$ cat config.mk
export PLATFORM = sky130hd
export DESIGN_NAME = apb_req_master
export DESIGN_NICKNAME = d
export VERILOG_FILES = /design/src/rtl/apb_req_master.sv
export SDC_FILE = /design/constraint.sdc
export NUM_CORES = 1
export LEC_CHECK = 0
export BUFFER_PORTS_ARGS = -buffer_cell sky130_fd_sc_hd__buf_2
export CORE_MARGIN = 1
export CORE_UTILIZATION = 44
export CTS_CLUSTER_SIZE = 24
export DETAILED_ROUTE_END_ITERATION = 6
export GPL_TIMING_DRIVEN = 0
export PLACE_DENSITY = 0.86
export SLEW_MARGIN = 5
export SYNTH_ARGS = -nofsm -noshare
export SYNTH_HDL_FRONTEND = slang
export SYNTH_SLANG_ARGS = --single-unit
$ cat constraint.sdc
create_clock -name clk -period 2.45 [get_ports clk]
set_clock_uncertainty 0.2 [all_clocks]
set_input_delay 0.49 -clock clk [delete_from_list [all_inputs] [get_ports clk]]
set_output_delay 0.49 -clock clk [all_outputs]
set_load 0.005 [all_outputs]
$ cat src/rtl/apb_req_master.sv
// apb_req_master: converts a core req/gnt/rvalid port into single APB transfers and rejects
// addresses outside [WIN_START, WIN_END] locally. Define APB_TIMEOUT_EN for the ACCESS-phase timeout.
//
// state  | meaning
// IDLE   | waiting for req_i, gnt_o follows req_i
// SETUP  | APB setup phase, psel=1 penable=0
// ACCESS | APB access phase, waiting for pready_i
// RESP   | rvalid_o pulse with captured rdata/err
// ERR    | rvalid_o pulse with err=1 for an out-of-window request
module apb_req_master #(
  parameter int unsigned                   APB_ADDR_WIDTH = 32,
  parameter int unsigned                   APB_DATA_WIDTH = 32,
  parameter logic [APB_ADDR_WIDTH-1:0]     WIN_START      = 32'h1A10_0000,
  parameter logic [APB_ADDR_WIDTH-1:0]     WIN_END        = 32'h1A11_7FFF
`ifdef APB_TIMEOUT_EN
  ,
  parameter int unsigned                   TIMEOUT_CYCLES = 255
`endif
) (
  input  logic                      clk,
  input  logic                      rst_n,
  input  logic                      req_i,
  output logic                      gnt_o,
  input  logic [APB_ADDR_WIDTH-1:0] addr_i,
  input  logic                      we_i,
  input  logic [APB_DATA_WIDTH-1:0] wdata_i,
  output logic                      rvalid_o,
  output logic [APB_DATA_WIDTH-1:0] rdata_o,
  output logic                      err_o,
  output logic [APB_ADDR_WIDTH-1:0] paddr_o,
  output logic [APB_DATA_WIDTH-1:0] pwdata_o,
  output logic                      pwrite_o,
  output logic                      psel_o,
  output logic                      penable_o,
  input  logic [APB_DATA_WIDTH-1:0] prdata_i,
  input  logic                      pready_i,
  input  logic                      pslverr_i
);

  typedef enum logic [2:0] {
    S_IDLE,
    S_SETUP,
    S_ACCESS,
    S_RESP,
    S_ERR
  } state_t;

  state_t r_state;
  logic   w_in_win;

  logic                      r_rvalid;
  logic                      r_err;
  logic [APB_DATA_WIDTH-1:0] r_rdata;
  logic [APB_ADDR_WIDTH-1:0] r_paddr;
  logic [APB_DATA_WIDTH-1:0] r_pwdata;
  logic                      r_pwrite;
  logic                      r_psel;
  logic                      r_penable;

`ifdef APB_TIMEOUT_EN
  localparam int unsigned CNT_W = ($clog2(TIMEOUT_CYCLES + 1) > 8) ? $clog2(TIMEOUT_CYCLES + 1) : 8;
  logic [CNT_W-1:0] r_tmo_cnt;
`endif

  assign w_in_win = (addr_i >= WIN_START) && (addr_i <= WIN_END);
  assign gnt_o    = req_i && (r_state == S_IDLE);

  always_ff @(posedge clk or negedge rst_n) begin
    if (!rst_n) begin
      r_state   <= S_IDLE;
      r_rvalid  <= 1'b0;
      r_err     <= 1'b0;
      r_rdata   <= '0;
      r_paddr   <= '0;
      r_pwdata  <= '0;
      r_pwrite  <= 1'b0;
      r_psel    <= 1'b0;
      r_penable <= 1'b0;
`ifdef APB_TIMEOUT_EN
      r_tmo_cnt <= '0;
`endif
    end else begin
      // rvalid/err are single-cycle pulses; only response transitions raise them
      r_rvalid <= 1'b0;
      r_err    <= 1'b0;
      case (r_state)
        S_IDLE: begin
          if (req_i) begin
            if (w_in_win) begin
              // APB outputs only move for forwarded requests, so rejected ones never disturb the bus
              r_paddr  <= addr_i;
              r_pwdata <= wdata_i;
              r_pwrite <= we_i;
              r_psel   <= 1'b1;
              r_state  <= S_SETUP;
            end else begin
              r_rvalid <= 1'b1;
              r_err    <= 1'b1;
              r_rdata  <= '0;
              r_state  <= S_ERR;
            end
          end
        end
        S_SETUP: begin
          r_penable <= 1'b1;
`ifdef APB_TIMEOUT_EN
          r_tmo_cnt <= '0;
`endif
          r_state   <= S_ACCESS;
        end
        S_ACCESS: begin
          if (pready_i) begin
            r_psel    <= 1'b0;
            r_penable <= 1'b0;
            r_rvalid  <= 1'b1;
            r_err     <= pslverr_i;
            r_rdata   <= r_pwrite ? '0 : prdata_i;
            r_state   <= S_RESP;
          end
`ifdef APB_TIMEOUT_EN
          // this wait cycle would bring the count to TIMEOUT_CYCLES
          else if (r_tmo_cnt == CNT_W'(TIMEOUT_CYCLES - 1)) begin
            r_psel    <= 1'b0;
            r_penable <= 1'b0;
            r_rvalid  <= 1'b1;
            r_err     <= 1'b1;
            r_rdata   <= '0;
            r_state   <= S_RESP;
          end else begin
            r_tmo_cnt <= r_tmo_cnt + 1'b1;
          end
`endif
        end
        S_RESP:  r_state <= S_IDLE;
        S_ERR:   r_state <= S_IDLE;
        default: r_state <= S_IDLE;
      endcase
    end
  end

  assign rvalid_o  = r_rvalid;
  assign err_o     = r_err;
  assign rdata_o   = r_rdata;
  assign paddr_o   = r_paddr;
  assign pwdata_o  = r_pwdata;
  assign pwrite_o  = r_pwrite;
  assign psel_o    = r_psel;
  assign penable_o = r_penable;

endmodule

# --- Yosys cells after proc, flatten, opt, wreduce, memory -nomap -nowiden ---
# Cells that the tools add are included.
totals:
  regBits: 104
  out_inout_bits: 102
  in_bits: 102
  elab_cells: 47
op_classes:
  mux: 20
  reduce_logical: 10
  n_eq_ne: 6
  order_cmp: 2
op_table:
  columns: ["op", "count"]
  rows:
  - ["two-way mux 32 bit", 4]
  - ["one-hot mux 32 bit (2 select lines)", 1]
  - ["greater-or-equal comparator 32 x 29 -> 1 bit (second input constant)", 1]
  - ["less-or-equal comparator 32 x 29 -> 1 bit (second input constant)", 1]
  - ["two-way mux 3 bit", 3]
  - ["one-hot mux 3 bit (3 select lines)", 1]
  - ["!= test 2 bit (second input constant)", 4]
  - ["one-hot mux 1 bit (2 select lines)", 4]
  - ["AND reduction 4 bit", 2]
  - ["two-way mux 1 bit", 7]
  - ["AND reduction 2 bit", 2]
  - ["nonzero test 2 bit", 2]
  - ["equality test 3 x 1 -> 1 bit (second input constant)", 1]
  - ["equality test 3 x 2 -> 1 bit (second input constant)", 1]
  - ["zero test 3 bit", 1]
  - ["AND reduction 3 bit", 1]
  - ["logical AND 1 bit", 2]

# --- Longest topological paths before layout ---
logic_depth:
  depth_word: 5
  ltp_mapped: 6
  ltp_nobuf: 4

# --- Worst setup path before layout ---
# OpenSTA, ideal clock, no wires.
synth_path:
  path_type: "input -> register"
  startpoint: "input addr_i[22]"
  endpoint: "register r_paddr[10], in the netlist paddr_o[10]"
  setup_time_ns: 0.125
  arrival_time_ns: 1.866
  required_time_ns: 2.125
  cell_stages: 6
  slack_ns: 0.260
  path_buffers: 2
  path_cell_list: "nor4b_1 > nand4_1 > nor3_4 > buf_6 > buf_6 > mux2_2"
synth_via:
  elab_chain_cells: 3
  word_cells_on_any_way: 4
  cone_classes: "order compare: 2; reduce/logical: 2"
synth_lines:
  columns: ["element", "line", "source"]
  rows:
  - ["from (decl)", "24", "input logic [APB_ADDR_WIDTH-1:0] addr_i,"]
  - ["greater-or-equal comparator 32 x 29 -> 1 bit / less-or-equal comparator 32 x 29 -> 1 bit (equally long branches)", "65", "assign w_in_win = (addr_i >= WIN_START) && (addr_i <= WIN_END);"]
  - ["logical AND 1 bit (*)", "65", null]
  - ["AND reduction 3 bit (no line) (*)", null, null]
  - ["to (signal assigned)", "91", "r_paddr <= addr_i;"]
  - ["to (decl)", "54", "logic [APB_ADDR_WIDTH-1:0] r_paddr;"]
# Every way passes the cells marked *; elsewhere a longest branch is shown, timed or not.
# A chain may end at the register's enable or synchronous reset.

# --- Worst setup path in the final report ---
layout_path:
  startpoint: "register r_state[0]"
  endpoint: "output gnt_o"
layout_via:
  elab_chain_cells: 2
layout_lines:
  columns: ["element", "line", "source"]
  rows:
  - ["from (decl)", "48", "state_t r_state;"]
  - ["from (signal assigned)", "70", "r_state <= S_IDLE;"]
  - ["from (signal assigned)", "95", "r_state <= S_SETUP;"]
  - ["from (signal assigned)", "100", "r_state <= S_ERR;"]
  - ["zero test 3 bit", "66", "assign gnt_o = req_i && (r_state == S_IDLE);"]
  - ["logical AND 1 bit", "66", null]
  - ["to (decl)", "23", "output logic gnt_o,"]
# No other way between the ends.

==> results.tsv <==
metric	value	unit
crit_type	flop to output pin	
tns	0	ns
hold_violations	0	
ys_dominant_reg_cell	dfrtp_1	
critPathCapture	gnt_o	
routed.top_layer	met4	
rsz0062_at_grt	no	
grt_pass1_vias	2953	
r2r_start	r_state[0]$_DFFE_PN0P_	
pin_count	204	
synth_top_area_cell	dfrtp_1	
start_kind	flop	
instances_no_fill	571	
die_w	95.0	µm
max_slew_margin	54.7	%
drc	0	
synthTopCellsByArea	dfrtp_1, mux2_2, a22o_1	
dp.cells	552	
worstPathArrival	1.56	ns
wirelength	8920	µm
cts-root-buf	clkbuf_8	
io_buffers	203	
clkTransAtPathRegs	0.10	ns
critPathCaptureType	output pin	
nNetsFinal	563	
cts_tree	done	
place_ws	-0.243	ns
avgSynthCellArea	15.7	µm²
vias	2802	
netlist_area	3810	µm²
p_leak	3.13	nW
core.rowCount	33	
h-tree-depth	3	
max_freq	444	MHz
ys_ff_latch	104	
routedWlPerCell	15.6	µm
num_antenna_cells	0	
area_growth	37.2	%
yosysTopAreaCellShare	68.4	%
rrSetupSlack	0.21	ns
drtAntennaViolNets	0	
drive_gt1_share	61.8	%
start_util	45.9	%
netlist_top_cells_count	dfrtp_1, mux2_2, a22o_1	
tightest_slew	0.679	ns
antenna_found_initial	0	
synth_edf_count	0	
status	complete, no violations	
synthDistinctLibCells	26	
core_area	8300	µm²
vias_per_cell	4.91	
cts_resized	0	
synth_cells	243	
seq_area_frac_synth	68.4	%
grt_max_degree	54	
cp.required	1.76	ns
clock_latency	0.35	ns
firstDrtPassIters	4	
cts_inserted_buffers	9	
maxCapViolCount	0	
setup_ws	0.197	ns
post-synth-top-count-cell	dfrtp_1	
met2_length	4750	µm
wl_met3	612	µm
dieArea	9030	µm²
drv_slew	0	
grt_usage	20.7	%
dp_hpwl	6820	µm
final-setup-viol-count	0	
crit_fanout	5	
wl_met1	3420	µm
gp_congestion	0.743	
grt_pass1_wl	14100	µm
reg2reg_to	paddr_o[7]$_DFFE_PN0P_	
async_flop_share	100	%
drt_iter0_drc	45	
min_path_type	input pin to flop	
reg2reg_depth	5	
yosysWarnings	0	
startpoint	r_state[0]$_DFFE_PN0P_	
power_density	575	nW/µm²
post-route-min-period	2.25	ns
utilization	62.9	%
ir_drop	0.361	mV
synth_fp_nets	345	
fill_cells	656	
fin_crit_sh	92.0	%
cts.sinks	104	
die_height	95.0	µm
cts.path.max_buffers	2	
overflow	0	
## per-layer routing
| metal | vias to the layer above | GRT usage (%) |
|---|---|---|
| li1 | 1297 | - |
| met1 | 1364 | 24.3 |
| met2 | 126 | 36.9 |
| met3 | 15 | 5.02 |
| met4 | 0 | 7.58 |
| met5 | - | 0 |
## area by class of cell
cell class | instances | area, µm² | area share (%)
clock buffers | 11 | 131 | 2.52
well taps | 105 | 131 | 2.52
clock inverters | 5 | 81.3 | 1.56
multi-input cells | 123 | 1110 | 21.2
flip-flops and latches | 104 | 2600 | 49.8
plain buffers | 13 | 87.6 | 1.68
repair buffers | 207 | 1070 | 20.5
inverters | 3 | 11.3 | 0.216
## sequential cells by signal, summed over array words and instances, names as in the netlist
register and flops:
rdata_o 32, r_state 3, err_o 1, pwrite_o 1
paddr_o 32, rvalid_o 1, penable_o 1, pwdata_o 32
psel_o 1
## what timing repair did
item,in CTS,in global routing
endpoints found under the hold margin,51,0
hold buffers,1,0
setup endpoints to repair,0,13
setup buffers,0,2
## placed cells by master (no fill, tap or decap), types with 2 or more instances in the layout
cell type and count:
inv_1 3, nor2b_1 11, or2_2 5, bufinv_16 2
nor2_1 7, buf_2 206, buf_4 6, clkbuf_8 9
a22o_1 32, clkbuf_1 5, nand2_1 4, buf_6 3
mux2_2 50, dfrtp_1 104
## logic make-up after synthesis
logic type	Yosys count	synth area share (%)
flip-flops	104	68.4
XOR/XNOR	1	0.230
buffers and inverters	16	2.60
AND/OR/NAND/NOR	36	5.88
AO/OA/AOI/OAI	36	8.15
multiplexers	50	14.8
## through the flow
| stage | area [µm²] | hold slack, ns | power (mW) |
|---|---|---|---|
| after global placement | 4950 | 0.250 | 1.89 |
| final | 5220 | 0.135 | 3.00 |
| after floorplan | 3810 | -0.00559 | 1.78 |
| after global routing | 5220 | 0.121 | 3.13 |
| after detailed placement | 4980 | 0.249 | 1.91 |
| after CTS | 5210 | 0.115 | 3.04 |
## worst min-delay path by stage
| stage | cells past startpoint | to | from | slack, ns |
|---|---|---|---|---|
| floorplan | 0 | err_o$_DFF_PN0_ | rst_n | -0.006 |
| global placement | 1 | paddr_o[27]$_DFFE_PN0P_ | paddr_o[27]$_DFFE_PN0P_ | 0.25 |
| detailed placement | 1 | paddr_o[27]$_DFFE_PN0P_ | paddr_o[27]$_DFFE_PN0P_ | 0.25 |
| CTS | 3 | err_o$_DFF_PN0_ | pslverr_i | 0.11 |
| global route | 2 | rdata_o[10]$_DFFE_PN0P_ | prdata_i[10] | 0.12 |
| finish | 3 | err_o$_DFF_PN0_ | pslverr_i | 0.14 |
## worst max-delay path, stage by stage (launching register included)
cell	delay (ns)
dfrtp_1	0.43
or4b_4	0.59
inv_1	0.08
buf_2	0.11
## power by group
group          leakage [nW]  switching, mW  internal, mW
clock                 0.104          0.556         0.577
sequential             1.45        0.00219          1.72
combinational          1.58         0.0761        0.0730
Note: power is estimated with default switching activity, not from simulation.
